## src/rtl/regfile_write_arbiter_pkg.sv

```systemverilog
// Shared definitions for the register-file write arbiter and its register file.
// Requester indices, R0 index and default datapath widths.
package regfile_write_arbiter_pkg;

   typedef enum logic [1:0] {
      REQ_ALU = 2'd0,
      REQ_MEM = 2'd1,
      REQ_MD  = 2'd2
   } req_idx_e;

   localparam int unsigned NUM_REQ   = 3;
   localparam int unsigned R0_IDX    = 0;
   localparam int unsigned RF_DATA_W = 16;
   localparam int unsigned RF_ADDR_W = 4;

   // Successor in the round-robin ring; the unused encoding folds onto ALU.
   function automatic req_idx_e next_idx(input req_idx_e i);
      case (i)
         REQ_ALU: return REQ_MEM;
         REQ_MEM: return REQ_MD;
         default: return REQ_ALU;
      endcase
   endfunction

endpackage

```

## src/rtl/regfile_write_arbiter_rr_arbiter3.sv

```systemverilog
// Three-way round-robin grant generator: the requester after `last` has top priority.
// Produces a one-hot grant, or no grant when disabled or nobody is requesting.
module rr_arbiter3
   import regfile_write_arbiter_pkg::*;
(
   input  logic               en,
   input  logic [NUM_REQ-1:0] valid,
   input  req_idx_e           last,
   output logic [NUM_REQ-1:0] grant
);

   req_idx_e idx;

   always_comb begin
      grant = '0;
      idx   = next_idx(last);
      for (int unsigned i = 0; i < NUM_REQ; i++) begin
         if (en && (grant == '0) && valid[idx]) begin
            grant[idx] = 1'b1;
         end
         idx = next_idx(idx);
      end
   end

endmodule

```

## src/rtl/regfile_write_arbiter.sv

```systemverilog
// Shares the register-file write port among ALU, load unit and mul/div, one write per cycle.
// Tracks R0 locally because the register file rewrites R0 on every strobe.
module regfile_write_arbiter
   import regfile_write_arbiter_pkg::*;
#(
   parameter int unsigned         DATA_W   = RF_DATA_W,
   parameter int unsigned         ADDR_W   = RF_ADDR_W,
   parameter logic [DATA_W-1:0]   R0_RESET = '0
) (
   input  logic              clk,
   input  logic              reset,
   input  logic              hold,
   input  logic              alu_valid,
   output logic              alu_ready,
   input  logic [ADDR_W-1:0] alu_rd,
   input  logic [DATA_W-1:0] alu_data,
   input  logic              mem_valid,
   output logic              mem_ready,
   input  logic [ADDR_W-1:0] mem_rd,
   input  logic [DATA_W-1:0] mem_data,
   input  logic              md_valid,
   output logic              md_ready,
   input  logic [ADDR_W-1:0] md_rd,
   input  logic [DATA_W-1:0] md_data,
   input  logic              md_r0_en,
   input  logic [DATA_W-1:0] md_r0_data,
   output logic              registerWrite,
   output logic [ADDR_W-1:0] regWriteLocal,
   output logic [DATA_W-1:0] dataWrite,
   output logic [DATA_W-1:0] r0Write,
   output logic [DATA_W-1:0] r0_shadow,
   output logic              proto_err
);

   logic [NUM_REQ-1:0] valid_vec;
   logic [NUM_REQ-1:0] grant;
   logic               accept;

   req_idx_e           last_q, last_d;
   logic               reg_write_q, reg_write_d;
   logic [ADDR_W-1:0]  wr_addr_q, wr_addr_d;
   logic [DATA_W-1:0]  wr_data_q, wr_data_d;
   logic [DATA_W-1:0]  r0_write_q, r0_write_d;
   logic [DATA_W-1:0]  r0_shadow_q, r0_shadow_d;
   logic               proto_err_q, proto_err_d;

   logic [ADDR_W-1:0]  sel_rd;
   logic [DATA_W-1:0]  sel_data;
   logic               sel_r0_en;
   logic [DATA_W-1:0]  r0_new;

   always_comb begin
      valid_vec          = '0;
      valid_vec[REQ_ALU] = alu_valid;
      valid_vec[REQ_MEM] = mem_valid;
      valid_vec[REQ_MD]  = md_valid;
   end

   rr_arbiter3 u_rr (
      .en    (!hold && !reset),
      .valid (valid_vec),
      .last  (last_q),
      .grant (grant)
   );

   assign alu_ready = grant[REQ_ALU];
   assign mem_ready = grant[REQ_MEM];
   assign md_ready  = grant[REQ_MD];
   assign accept    = |grant;

   always_comb begin
      sel_rd    = alu_rd;
      sel_data  = alu_data;
      sel_r0_en = 1'b0;
      last_d    = last_q;
      if (grant[REQ_ALU]) begin
         last_d = REQ_ALU;
      end else if (grant[REQ_MEM]) begin
         sel_rd   = mem_rd;
         sel_data = mem_data;
         last_d   = REQ_MEM;
      end else if (grant[REQ_MD]) begin
         sel_rd    = md_rd;
         sel_data  = md_data;
         sel_r0_en = md_r0_en;
         last_d    = REQ_MD;
      end
   end

   // The dedicated R0 port wins over an addressed write to R0; otherwise R0 is re-driven unchanged.
   always_comb begin
      if (sel_r0_en)
         r0_new = md_r0_data;
      else if (sel_rd == ADDR_W'(R0_IDX))
         r0_new = sel_data;
      else
         r0_new = r0_shadow_q;
   end

   always_comb begin
      reg_write_d = accept;
      wr_addr_d   = wr_addr_q;
      wr_data_d   = wr_data_q;
      r0_write_d  = r0_write_q;
      r0_shadow_d = r0_shadow_q;
      proto_err_d = proto_err_q;
      if (accept) begin
         wr_addr_d   = sel_rd;
         wr_data_d   = sel_data;
         r0_write_d  = r0_new;
         r0_shadow_d = r0_new;
         if (grant[REQ_MD] && md_r0_en && (md_rd == ADDR_W'(R0_IDX)))
            proto_err_d = 1'b1;
      end
   end

   always_ff @(posedge clk) begin
      if (reset) begin
         last_q      <= REQ_MD;
         reg_write_q <= 1'b0;
         wr_addr_q   <= '0;
         wr_data_q   <= '0;
         r0_write_q  <= '0;
         r0_shadow_q <= R0_RESET;
         proto_err_q <= 1'b0;
      end else begin
         last_q      <= last_d;
         reg_write_q <= reg_write_d;
         wr_addr_q   <= wr_addr_d;
         wr_data_q   <= wr_data_d;
         r0_write_q  <= r0_write_d;
         r0_shadow_q <= r0_shadow_d;
         proto_err_q <= proto_err_d;
      end
   end

   assign registerWrite = reg_write_q;
   assign regWriteLocal = wr_addr_q;
   assign dataWrite     = wr_data_q;
   assign r0Write       = r0_write_q;
   assign r0_shadow     = r0_shadow_q;
   assign proto_err     = proto_err_q;

endmodule

```

## config.mk

```make
export PLATFORM = sky130hd
export DESIGN_NAME = regfile_write_arbiter
export DESIGN_NICKNAME = d
export VERILOG_FILES = /design/src/rtl/regfile_write_arbiter_pkg.sv /design/src/rtl/regfile_write_arbiter_rr_arbiter3.sv /design/src/rtl/regfile_write_arbiter.sv
export SDC_FILE = /design/constraint.sdc
export NUM_CORES = 1
export LEC_CHECK = 0
export BUFFER_PORTS_ARGS = -buffer_cell sky130_fd_sc_hd__buf_4
export CORE_UTILIZATION = 30
export CTS_CLUSTER_SIZE = 40
export DETAILED_ROUTE_END_ITERATION = 7
export SLEW_MARGIN = 20
export SYNTH_ARGS = -nofsm -noshare
export SYNTH_HDL_FRONTEND = slang
export SYNTH_SLANG_ARGS = --single-unit
```

## constraint.sdc

```tcl
create_clock -name clk -period 2.9 [get_ports clk]
set_input_delay 0.58 -clock clk [delete_from_list [all_inputs] [get_ports clk]]
set_output_delay 0.58 -clock clk [all_outputs]
set_load 0.05 [all_outputs]
```

==> metrics.md <==
| Metric | Value |
|---|---|
| Ranking of synthesized cells by area | `dfxtp_1, mux2i_1, buf_4, nand2_1, a221o_1` |
| GRT Total Usage | `0.191` |
| Root Buffer | `clkbuf_8` |
| CTS Hold Bufs | `0` |
| Endpoints failing setup | `0` |
| Worst ir drop on vdd | `0.244 mV` |
| FP Rows | `30` |
| Max incr delay on CP | `0.36 ns` |
| MaxCap Viol Count | `0` |
| Die area | `7560 um2` |
| Mean Syn Cell Area | `8.36 um2` |
| Final ANT Viol Nets | `0` |
| DR DRC count | `0` |
| Min Tclk post-route | `2.47 ns` |
| Crit-path cells | `buf_4, nor2_2, and4_4, buf_4, buf_4` |
| Slew margin rel. | `0.656` |
| Worst setup EP type | `primary output` |
| Switching pwr | `0.000465 W` |
| Final GP Congestion | `0.825` |
| Period utilization | `0.851` |
| Final Skew | `0.00716 ns` |
| Seq/Total Area, Yosys | `0.370` |
| Mapped Nets | `342` |
| Core Footprint | `6870 um2` |
| Mapped Cells | `259` |
| Post-detail-place hpwl | `5780 um` |
| Die height | `86.9 um` |
| Vias | `2383` |
| Max Buffers Root-to-Sink | `2` |
| CP Class | `in -> out` |
| Final WL | `7370 um` |
| Setup Buffers After CTS | `0` |
| Pin count of the biggest net entering global routing | `25` |
| Sequential Power Share | `0.407` |
| Worst EP required | `2.32 ns` |
| Reg clk slew, reported paths | `0.08 ns` |
| Distinct cells, synth | `37` |
| Area leader, netlist | `dfxtp_1` |
| Final TNS setup | `0 ns` |
| DIE WIDTH | `86.9 um` |
| Comb power frac | `0.282` |
| Initial antenna violation count | `0` |
| Placed cell count | `469` |
| Grt total ovfl | `0` |
| Depth of the CTS H-tree | `2` |
| Yosys warnings | `0` |
| Most Frequent Cell on Critical Path | `buf_4` |
| F_max | `405 MHz` |
| Global-route wire length before repair | `11100 um` |
| Starting density of the core | `0.315` |
| Diodes inserted | `0` |
| DRT iter0 DRCs | `197` |
| Number of vias per cell | `5.00` |
| Clk network pwr share | `0.311` |
| Placed inst area | `3200 um2` |
| Share of cells above drive strength 1 | `0.428` |
| Commonest non-fill, non-tap cell in the layout | `buf_4` |
| Synthesized flop and latch total | `40` |
| Hold slack | `0.475 ns` |
| Final hold vios | `0` |
| Final Instance Area | `3310 um2` |
| Crit path arrival time | `1.89 ns` |
| Commonest cells after routing, fill and taps aside | `buf_4, dfxtp_1, nand2_1, nand3_1, mux2i_1` |
| Layout area overhead | `53.1%` |
| CTS Buf Count | `5` |
| Top-area cell type share of the netlist area | `0.370` |
| Slowest cell on crit path | `and4_4` |
| Pwr Total | `0.00147 W` |
| Leak | `1.54 nW` |
| Hold WC Path Type | `reg -> reg` |
| # IOs | `140` |
| Non-filler cells, final | `477` |
| Cell Area, Synth | `2160 um2` |
| Routed len/inst | `15.5 um` |
| Max Slew Vio Count | `0` |
| Number of global-route vias before repair | `2204` |
| RSZ-0062 raised after global routing | `no` |
| Worst skew pair latency | `0.29 ns` |
| Post-CTS resize count | `0` |
| CTS tree | `yes` |
| # clock sinks | `40` |
| Switch share | `0.317` |
| Drt pass-1 iters | `4` |
| Least-Margin Pin Slew | `0.517 ns` |
| PortBufs | `139` |
| # nets final | `463` |
| Crit start category | `input pin` |
| Power Dens Cells | `443 nW/um2` |
| Int Power | `0.00100 W` |
| Crit-path max FO | `24` |
| Status | `complete, no violations` |
-- state kept, by name (all words and copies together) (netlist names) --
name	flops
registerWrite	1
last_q	2
regWriteLocal	4
r0_shadow	16
dataWrite	16
proto_err	1
-- final timing paths --
check        slack (ns)          from  cells past startpoint           end
max                0.43         reset                      5      md_ready
min                0.48  dataWrite[1]                      2  dataWrite[1]
max reg2reg        0.72     last_q[0]                      6  r0_shadow[3]
min reg2reg        0.48  dataWrite[1]                      2  dataWrite[1]
-- logic make-up (layout without fill, tap and decap cells) --
kind of cell           after synthesis  after routing  share of synthesized area
AO/OA/AOI/OAI                       77             77                      0.255
flip-flops                          40             40                      0.370
buffers and inverters               40            162                      0.108
multiplexers                        16             16                     0.0740
AND/OR/NAND/NOR                     86             86                      0.192
-- power groups by stage --
| stage | Sequential [W] | Clock, W | Combinational, W |
|---|---|---|---|
| floorplan | 0.000698 | 0 | 0.000146 |
| global placement | 0.000609 | 0 | 0.000415 |
| detailed placement | 0.000610 | 0 | 0.000414 |
| CTS | 0.000597 | 0.000464 | 0.000414 |
| global route | 0.000600 | 0.000482 | 0.000440 |
| finish | 0.000597 | 0.000457 | 0.000414 |
-- synth_stat cells --
cell type   n
a211oi_1    4
a21o_1      1
a21oi_1    13
a21oi_4     1
a221o_1    12
a221oi_1    4
a221oi_2    1
a22oi_1     5
a311oi_1    3
a31oi_1     1
a32o_1      1
and2_1      3
and3_1     12
and4_4      1
buf_2       4
buf_4      19
buf_6       1
clkbuf_1   12
dfxtp_1    40
inv_1       4
mux2i_1    16
nand2_1    33
nand2b_1    1
nand3_1    17
nand4b_1    1
nor2_1     11
nor2_2      1
nor2b_1     1
nor4_1      1
nor4b_1     1
o2111a_1    1
o21a_1      4
o21ai_0     8
o21ai_1    13
o22ai_1     4
o22ai_2     1
or3_1       3
-- area by class of cell --
cell class                      instances  area (um2)
Fill cell                             690        3550
Tap cell                               96         120
Inverter                                4        15.0
Sequential cell                        40         801
Clock buffer                            5        68.8
Timing Repair Buffer                  150        1130
Clock inverter                          3        42.5
Multi-Input combinational cell        179        1140
-- worst max-delay path: cells and delay by family --
| kind | cells | cell delay (ns) |
|---|---|---|
| AND/OR/NAND/NOR | 2 | 0.57 |
| buffers and inverters | 3 | 0.72 |
-- per-layer routing --
layer,up-vias,routed length (um),share of wire,global-route usage
met4,0,33,0.0045,0.0364
met5,-,0,0,0
met2,125,3430,0.47,0.320
met1,1080,3250,0.44,0.252
met3,4,659,0.089,0.0445
li1,1174,-,-,-
-- per-stage QoR --
step	setup WS (ns)	utilization
5_1_grt	0.366	0.483
6_report	0.431	0.483
3_5_place_dp	0.256	0.466
3_3_place_gp	0.338	0.466
2_1_floorplan	0.495	-
4_1_cts	0.444	0.483
(Power assumes the default switching activity.)
